[src/rtl/serial_subtractor4_pkg.sv]
`default_nettype none
// ============================================================================
// Module   : serial_arith_pkg
// Brief    : Shared types, constants and a bit-level helper for the serial
//            arithmetic blocks (state encoding, default width, full_sub).
// Revision : 1.0 - initial release
// ============================================================================
package serial_arith_pkg;

    localparam int DEFAULT_WIDTH = 4;

    // Explicit 2-bit encoding keeps the state register width fixed.
    typedef enum logic [1:0] {
        IDLE = 2'd0,
        RUN  = 2'd1,
        DONE = 2'd2
    } state_t;

    // One-bit full subtraction x - y - bi, returned as {diff, bo}.
    function automatic logic [1:0] full_sub(input logic x, input logic y, input logic bi);
        logic diff;
        logic bo;
        diff = x ^ y ^ bi;
        bo   = (~x & y) | (~(x ^ y) & bi);
        return {diff, bo};
    endfunction

endpackage
`default_nettype wire

[src/rtl/serial_subtractor4_if.sv]
`default_nettype none
// ============================================================================
// Module   : serial_subtractor4_if
// Brief    : Start/done handshake and operand/result bus of the serial
//            subtractor. master = requester, slave = subtractor.
// Revision : 1.0 - initial release
// ============================================================================
interface serial_subtractor4_if
    import serial_arith_pkg::*;
#(
    parameter int WIDTH = DEFAULT_WIDTH
);
    logic             start;
    logic [WIDTH-1:0] a;
    logic [WIDTH-1:0] b;
    logic             bin;
    logic             busy;
    logic             done;
    logic [WIDTH-1:0] d;
    logic             bout;

    modport master (
        output start, a, b, bin,
        input  busy, done, d, bout
    );

    modport slave (
        input  start, a, b, bin,
        output busy, done, d, bout
    );
endinterface
`default_nettype wire

[src/rtl/serial_subtractor4_cell.sv]
`default_nettype none
// ============================================================================
// Module   : full_subtractor_cell
// Brief    : One-bit full subtractor (x - y - bi) built only from two-input
//            NAND gates, mirroring the gate style of the ripple NAND adder.
// Revision : 1.0 - initial release
// ============================================================================
module full_subtractor_cell (
    input  wire logic x,
    input  wire logic y,
    input  wire logic bi,
    output logic      diff,
    output logic      bo
);
    // x XOR y from four NANDs
    logic w_n1, w_n2, w_n3, w_xy;
    // (x XOR y) XOR bi from four NANDs
    logic w_m1, w_m2, w_m3;
    // borrow terms
    logic w_nx, w_p, w_nxy, w_q;

    assign w_n1  = ~(x & y);
    assign w_n2  = ~(x & w_n1);
    assign w_n3  = ~(y & w_n1);
    assign w_xy  = ~(w_n2 & w_n3);

    assign w_m1  = ~(w_xy & bi);
    assign w_m2  = ~(w_xy & w_m1);
    assign w_m3  = ~(bi & w_m1);
    assign diff  = ~(w_m2 & w_m3);

    // bo = (~x & y) | (~(x^y) & bi), as NAND of the two inverted product terms
    assign w_nx  = ~(x & x);
    assign w_p   = ~(w_nx & y);
    assign w_nxy = ~(w_xy & w_xy);
    assign w_q   = ~(w_nxy & bi);
    assign bo    = ~(w_p & w_q);
endmodule
`default_nettype wire

[src/rtl/serial_subtractor4.sv]
`default_nettype none
// ============================================================================
// Module   : serial_subtractor4
// Brief    : Bit-serial two's-complement subtractor d = a - b - bin, LSB
//            first over WIDTH cycles, one shared full-subtractor cell,
//            start/done handshake.
// Revision : 1.0 - initial release
// ============================================================================
module serial_subtractor4
    import serial_arith_pkg::*;
#(
    parameter int WIDTH = DEFAULT_WIDTH
) (
    input  wire logic            clk,
    input  wire logic            rst,
    serial_subtractor4_if.slave  bus
);
    localparam int                 c_cnt_w = (WIDTH > 1) ? $clog2(WIDTH) : 1;
    localparam logic [c_cnt_w-1:0] c_last  = c_cnt_w'(WIDTH - 1);

    state_t             r_state;
    logic [WIDTH-1:0]   r_sa;
    logic [WIDTH-1:0]   r_sb;
    logic [WIDTH-2:0]   r_res;   // diffs collected so far, newest at MSB
    logic               r_br;
    logic [c_cnt_w-1:0] r_cnt;
    logic [WIDTH-1:0]   r_d;
    logic               r_bout;
    logic               r_busy;
    logic               r_done;

    logic               w_diff;
    logic               w_bo;
    logic [WIDTH-1:0]   w_cat;   // result register after this edge's shift

    full_subtractor_cell u_cell (
        .x    (r_sa[0]),
        .y    (r_sb[0]),
        .bi   (r_br),
        .diff (w_diff),
        .bo   (w_bo)
    );

    // The dropped LSB of w_cat is only needed on the final edge, where the
    // whole vector becomes d; the stored part keeps WIDTH-1 bits.
    assign w_cat = {w_diff, r_res};

    // FSM, operand shift registers, borrow flop, counter and result outputs
    always_ff @(posedge clk) begin
        if (rst) begin
            r_state <= IDLE;
            r_sa    <= '0;
            r_sb    <= '0;
            r_res   <= '0;
            r_br    <= 1'b0;
            r_cnt   <= '0;
            r_d     <= '0;
            r_bout  <= 1'b0;
            r_busy  <= 1'b0;
            r_done  <= 1'b0;
        end else begin
            case (r_state)
                IDLE, DONE: begin
                    r_done <= 1'b0;
                    if (bus.start) begin
                        r_sa    <= bus.a;
                        r_sb    <= bus.b;
                        r_br    <= bus.bin;
                        r_cnt   <= '0;
                        r_busy  <= 1'b1;
                        r_state <= RUN;
                    end else begin
                        r_state <= IDLE;
                    end
                end
                RUN: begin
                    r_sa  <= r_sa >> 1;
                    r_sb  <= r_sb >> 1;
                    r_br  <= w_bo;
                    r_res <= w_cat[WIDTH-1:1];
                    r_cnt <= r_cnt + c_cnt_w'(1);
                    if (r_cnt == c_last) begin
                        r_d     <= w_cat;
                        r_bout  <= w_bo;
                        r_busy  <= 1'b0;
                        r_done  <= 1'b1;
                        r_state <= DONE;
                    end
                end
                default: begin
                    r_busy  <= 1'b0;
                    r_done  <= 1'b0;
                    r_state <= IDLE;
                end
            endcase
        end
    end

    assign bus.busy = r_busy;
    assign bus.done = r_done;
    assign bus.d    = r_d;
    assign bus.bout = r_bout;
endmodule
`default_nettype wire

[src/flat_wrapper.sv]
// flat-port wrapper written by rule: the top's interface ports become plain ports
module serial_subtractor4_flat import serial_arith_pkg::*;
#(
    parameter int WIDTH = DEFAULT_WIDTH
)
  (clk, rst, bus_start, bus_a, bus_b, bus_bin, bus_busy, bus_done, bus_d, bus_bout);
  serial_subtractor4_if #(.WIDTH(WIDTH)) bus_i ();
  input  wire logic clk;
  input  wire logic rst;
  input wire logic [$bits(bus_i.start)-1:0] bus_start;
  input wire logic [$bits(bus_i.a)-1:0] bus_a;
  input wire logic [$bits(bus_i.b)-1:0] bus_b;
  input wire logic [$bits(bus_i.bin)-1:0] bus_bin;
  output wire logic [$bits(bus_i.busy)-1:0] bus_busy;
  output wire logic [$bits(bus_i.done)-1:0] bus_done;
  output wire logic [$bits(bus_i.d)-1:0] bus_d;
  output wire logic [$bits(bus_i.bout)-1:0] bus_bout;
  assign bus_i.start = bus_start;
  assign bus_i.a = bus_a;
  assign bus_i.b = bus_b;
  assign bus_i.bin = bus_bin;
  assign bus_busy = bus_i.busy;
  assign bus_done = bus_i.done;
  assign bus_d = bus_i.d;
  assign bus_bout = bus_i.bout;
  serial_subtractor4 #(.WIDTH(WIDTH)) u_core (.clk(clk), .rst(rst), .bus(bus_i));
endmodule
[config.mk]
export PLATFORM = sky130hd
export DESIGN_NAME = serial_subtractor4_flat
export DESIGN_NICKNAME = d
export VERILOG_FILES = /design/src/rtl/serial_subtractor4_pkg.sv /design/src/rtl/serial_subtractor4_if.sv /design/src/rtl/serial_subtractor4_cell.sv /design/src/rtl/serial_subtractor4.sv /design/src/flat_wrapper.sv
export SDC_FILE = /design/constraint.sdc
export NUM_CORES = 1
export LEC_CHECK = 0
export ABC_AREA = 1
export BUFFER_PORTS_ARGS = -buffer_cell sky130_fd_sc_hd__buf_4
export CORE_UTILIZATION = 40
export DETAILED_ROUTE_END_ITERATION = 10
export GPL_TIMING_DRIVEN = 1
export PLACE_DENSITY = 0.63
export SYNTH_ARGS = -nofsm -noshare
export SYNTH_HDL_FRONTEND = slang
export SYNTH_SLANG_ARGS = --single-unit
[constraint.sdc]
create_clock -name clk -period 1.2 [get_ports clk]
set_input_delay 0.24 -clock clk [delete_from_list [all_inputs] [get_ports clk]]
set_output_delay 0.24 -clock clk [all_outputs]
set_load 0.005 [all_outputs]
# == Yosys cells after proc, flatten, opt, wreduce, memory -nomap -nowiden ==
# Cells that the tools add are included.
# word_totals
out_inout_bits,7
in_bits,12
elab_cells,61
reg_bits,23
# op_classes
mux,14
reduce_logical,7
addsub,1
eq_ne,5
n_bitwise,24
# ops
operator,count
$pmux W4 S2,2
$not A1 Y1,13
$and A1 B1 Y1,11
$mux W4,2
$pmux W2 S2,2
$reduce_and A2 Y1,3
$eq A2 B2 Y1 const B,2
$mux W1,4
$mux W2,2
$pmux W1 S2,2
$reduce_or A2 Y1,2
$add A2 B1 Y2 const B,1
$eq A2 B1 Y1 const B,1
$logic_not A2 Y1,1
$ne A2 B1 Y1 const B,1
$ne A2 B2 Y1 const B,1
$reduce_bool A2 Y1,1

# == Logic depth before layout (Yosys ltp) ==
# logic_depth
depth_word,12
mapped_depth,7
mapped_depth_nobuf,7

# == Cells and area by module ==
# Synthesis repeated with hierarchy kept, for this count alone.
# hier_totals
hier_cells,142
area_unflattened_um2,1061.0
# by_module_without_submodules
module,n_inst,cells_per_inst,seq_area_each_um2,area_each_um2
serial_subtractor4,1,139,460.4,1033.5
full_subtractor_cell,1,3,0.0,27.5

# == Worst setup path before layout ==
# No wires, ideal clock.
# synth_timing
path_type,flip-flop to flip-flop
startpoint,register u_core.r_sb[0]
endpoint,register u_core.r_res[2]
n_path_buf,0
arrival_ns,0.992
setup_ns,0.116
t_required_ns,1.084
stages_incl_launch_ff,5
path_slack_ns,0.092
synth_period_minus_slack_ns,1.108
cell_sequence,dfxtp_1 -> inv_1 -> fa_1 -> o21ai_0 -> nor2_1
# synth_via
elab_chain_cells,12
elab_cells_between_ends,16
cone_classes,bitwise: 16
# synth_lines
element,line,text
start: declaration,serial_subtractor4.sv:23,logic [WIDTH-1:0] r_sb;
start signal: assignment,serial_subtractor4.sv:67,r_sb <= bus.b;
start signal: assignment,serial_subtractor4.sv:78,r_sb <= r_sb >> 1;
$and A1 B1 Y1,serial_subtractor4_cell.sv:22,assign w_n1 = ~(x & y);
$not A1 Y1,serial_subtractor4_cell.sv:22,
"$and A1 B1 Y1, on equally long branches","serial_subtractor4_cell.sv:23, serial_subtractor4_cell.sv:24",
"$not A1 Y1, on equally long branches","serial_subtractor4_cell.sv:23, serial_subtractor4_cell.sv:24",
$and A1 B1 Y1 *,serial_subtractor4_cell.sv:25,assign w_xy = ~(w_n2 & w_n3);
$not A1 Y1 *,serial_subtractor4_cell.sv:25,
$and A1 B1 Y1,serial_subtractor4_cell.sv:27,assign w_m1 = ~(w_xy & bi);
$not A1 Y1,serial_subtractor4_cell.sv:27,
"$and A1 B1 Y1, on equally long branches","serial_subtractor4_cell.sv:28, serial_subtractor4_cell.sv:29",
"$not A1 Y1, on equally long branches","serial_subtractor4_cell.sv:28, serial_subtractor4_cell.sv:29",
$and A1 B1 Y1 *,serial_subtractor4_cell.sv:30,assign diff = ~(w_m2 & w_m3);
$not A1 Y1 *,serial_subtractor4_cell.sv:30,
net u_core.u_cell.diff,serial_subtractor4_cell.sv:12,"output logic diff,"
end signal: assignment,serial_subtractor4.sv:80,r_res <= w_cat[WIDTH-1:1];
end: declaration,serial_subtractor4.sv:24,logic [WIDTH-2:0] r_res;
# Mark *: on every way through the listed nets, which the timed path passes. The rest lies on a longest branch.
# A chain may end at the register's enable or synchronous reset.

# == Worst setup path after layout ==
# Ends and elaborated chain as after synthesis.

==> results_tabular.tex <==
\begin{tabular}{lr}
\hline
Metric & Value \\
\hline
\multicolumn{2}{l}{\textbf{Outcome}} \\
Run status & complete, no violations \\
\multicolumn{2}{l}{\textbf{Logic synthesis}} \\
Top post-synthesis cells by count & sky130\_fd\_sc\_hd\_\_nor2\_1, sky130\_fd\_sc\_hd\_\_dfxtp\_1, sky130\_fd\_sc\_hd\_\_nand3\_1 \\
Cell type with the highest aggregate area in the netlist & sky130\_fd\_sc\_hd\_\_dfxtp\_1 \\
Proportion of register bits with asynchronous set or reset after synthesis & 0\% \\
Post-Synthesis Net Count & 144 \\
Proportion of synthesized chip area in sequential cells & 46.23\% \\
Average size of a mapped cell & $\sim$7.7 µm² \\
YS warnings & 0 \\
Count of state elements after synthesis & 23 \\
Number of synthesized flops with an enable pin & 0 \\
Post-synthesis instance total & 130 \\
Post-synth design cell area & between 900 and 1000 µm² \\
Dominant cell by count in the synthesized netlist & sky130\_fd\_sc\_hd\_\_nor2\_1 \\
Synth Flop Type & sky130\_fd\_sc\_hd\_\_dfxtp\_1 \\
Share of the synthesized area in the top cell type & 46.23\% \\
Largest cells by area after synthesis & sky130\_fd\_sc\_hd\_\_dfxtp\_1, sky130\_fd\_sc\_hd\_\_nor2\_1, sky130\_fd\_sc\_hd\_\_nand3\_1 \\
Post-synth cell types & 18 \\
\multicolumn{2}{l}{\textbf{Clocking}} \\
Clock Pin Slew Worst Setup and Hold Paths & between 0.1 and 0.15 ns \\
Number of hold-repair buffers added at the cts stage & 0 \\
Clock sinks & 23 \\
Root buffer selected by CTS & sky130\_fd\_sc\_hd\_\_clkbuf\_4 \\
TritonCTS clock tree & done \\
Total CTS buffers & 3 \\
Clock latency on the worst-skew pair & between 0.3 and 0.4 ns \\
Buffers from clock root to sink, at most & 2 \\
Depth of the CTS H-tree & 1 \\
\multicolumn{2}{l}{\textbf{Die}} \\
Io pins & 19 \\
Area of the die & 2694 µm² \\
Number of rows in the core area & 17 \\
Floorplan Core Area & 2276 µm² \\
Horiz. Die Dim & 51.90 µm \\
Initial Util & 43.76\% \\
Chip height & 51.90 µm \\
\multicolumn{2}{l}{\textbf{Placement}} \\
Half-perimeter wire length after detailed placement & 1.509 mm \\
Placer's final routability congestion estimate & 0.7035 \\
Placed insts & between 150 and 200 \\
Worst setup slack before clock tree synthesis & between 0.02 and 0.03 ns \\
Input/output buffers & 18 \\
\multicolumn{2}{l}{\textbf{Pwr}} \\
Worst voltage drop across the vdd grid & 1033 µV \\
Proportion of total power due to net switching & 27.11\% \\
Proportion of power drawn by combinational gates & 18.4\% \\
Total power consumption of the routed design & roughly 0.0015 W \\
Switching pwr & slightly below 0.0004 W \\
Internal power consumption & approximately 0.0011 W \\
Portion of total power attributed to sequential cells & 57.7\% \\
Areal power density over the cells & 1180 nW/µm² \\
Clock share of power & 23.9\% \\
Static Leakage & 0.5881 nW \\
\multicolumn{2}{l}{\textbf{STA}} \\
Count of endpoints failing setup in the final report & 0 \\
Setup ws final & about 0.055 ns \\
Max-Slew Margin vs Limit & 87.77\% \\
Clock skew after layout & between 0.01 and 0.015 ns \\
Tcrit/Tclk final & 95.45\% \\
Count of final max-slew check failures & 0 \\
Final period demand of the worst path & 1.145 ns \\
Worst-Margin Slew & 0.1815 ns \\
Final hold viol count & 0 \\
Unrepaired setup endpoints after global routing & yes \\
Maximum achievable frequency & 0.8731 GHz \\
\multicolumn{2}{l}{\textbf{Worst setup path}} \\
Data required time of the worst path & 1.45 ns \\
Critical path type & register to register \\
CP Data Arrival Time & 1.39 ns \\
CP max FO & 2 \\
Critical path startpoint category & register \\
Endpoint kind of the worst setup timing path & register \\
\multicolumn{2}{l}{\textbf{Drt}} \\
Number of detailed-routing iterations run before antenna repair & 2 \\
Count of nets left with antenna violations after detail routing & 0 \\
Via count & slightly below 900 \\
Detail-routed via count per cell & approximately 4.7 \\
Routed wirelength normalized by instance count & between 10 and 15 µm \\
Total DRC errors in the routed layout & 0 \\
WL final & 1.989 mm \\
First-iteration detailed-routing DRC count & 5 \\
\multicolumn{2}{l}{\textbf{GRT}} \\
Met3 Use GR & between 6 and 7\% \\
Number of global-route vias before repair & 793 \\
Met1 capacity usage during global routing & 19.06\% \\
Wire length of the first global-routing pass & between 3 and 4 mm \\
Maximum number of pins on one net before global-route repair & 19 \\
Total congestion overflow & 0 \\
Met2 usage & 31.41\% \\
Antenna violations before repair & 0 \\
Busiest grt layer & met2 \\
GRT Resource Usage Total & 17.73\% \\
\multicolumn{2}{l}{\textbf{Cells and area}} \\
Post-layout instance count excluding filler cells & around 180 \\
Antenna diode count & 0 \\
Net count, final & 170 \\
P\&R area growth vs syn & 24.12\% \\
Share of cells above drive strength 1 & around 29\% \\
\multicolumn{2}{l}{\textbf{Flow run}} \\
MaxCap Viol Count & 0 \\
\multicolumn{2}{l}{\textbf{Min path}} \\
Tightest Hold Check Type & input pin to register \\
\hline
\end{tabular}
## kinds of logic after synthesis
family	share of synthesized area [%]
AO/OA/AOI/OAI	8.417
flip-flops	46.23
AND/OR/NAND/NOR	31.78
adder cells (fa/ha/maj)	3.266
buffers and inverters	10.30
## state kept, by name (all words and copies together), names as in the netlist
name and count:
u_core.bus.d 4, u_core.bus.busy 1, u_core.r_cnt 2, u_core.r_res 3
u_core.r_sb 4, u_core.bus.bout 1, u_core.r_sa 4, u_core.r_br 1
u_core.r_state 2, u_core.bus.done 1
## layout make-up
type	instances	area [µm²]
repair buffers	26	207.7
clock inverters	1	5.005
inverters	16	60.06
clock buffers	3	22.52
multi-input cells	86	440.4
fillers	238	1040
well taps	28	35.03
flip-flops and latches	23	465.4
## cell usage in the layout, fill, tap and decap left out, drive strengths merged, types with 3 or more instances in the layout
cell    synthesis  routed
clkbuf          1       3
buf             4      26
o21ai           5       5
o21bai          4       4
nor3            8       8
nand2          15      15
dfxtp          23      23
nand3          19      19
nor2           28      28
a21oi           5       5
inv            16      16
## power groups by stage
stage	Combinational [W]	Sequential, W	Clock [W]
after CTS	0.000265	0.000838	0.000374
after global routing	0.000307	0.000848	0.000409
after detailed placement	0.000262	0.000855	0
after floorplan	0.000180	0.000850	0
after global placement	0.000253	0.000853	0
final	0.000268	0.000842	0.000349
## worst max-delay path: stages, from the launching register on
cell and delay (ns):
sky130_fd_sc_hd__dfxtp_2 0.35, sky130_fd_sc_hd__inv_2 0.04, sky130_fd_sc_hd__fa_2 0.54, sky130_fd_sc_hd__o21ai_1 0.07, sky130_fd_sc_hd__nor2_1 0.09
## per-stage QoR
stage	TNS (ns)	instance area (µm²)	utilization (%)	hold slack (ns)
final	0	1236	54.32	0.1531
after global routing	-0.02463	1236	54.32	0.1513
after CTS	0	1216	53.44	0.1438
after detailed placement	0	1189	52.23	0.4613
after global placement	0	1189	52.23	0.4418
after floorplan	0	996.0	-	0.3809
## final timing paths
path / start / end / slack [ns] / cells after the start
setup reg to reg: u_core.r_sb[0] / u_core.r_res[2] / 0.05 / 4
hold / removal: bus_b[1] / u_core.r_sb[1] / 0.15 / 3
hold reg to reg: u_core.r_cnt[0] / u_core.r_cnt[0] / 0.46 / 1
setup / recovery: u_core.r_sb[0] / u_core.r_res[2] / 0.05 / 4
## repair_timing
| item | CTS | global route |
|---|---|---|
| hold endpoints to repair | 0 | 0 |
| endpoints found under the setup margin | 1 | 12 |
| setup buffers | 0 | 1 |
| pin swaps | 0 | 1 |
| gates resized for setup | 1 | 10 |
## routing by layer
metal	vias to the layer above	routed length, µm
met5	-	0
met4	0	16
met3	2	55
met2	14	1015
met1	384	902
li1	466	-
Note: power is estimated with default switching activity, not from simulation.
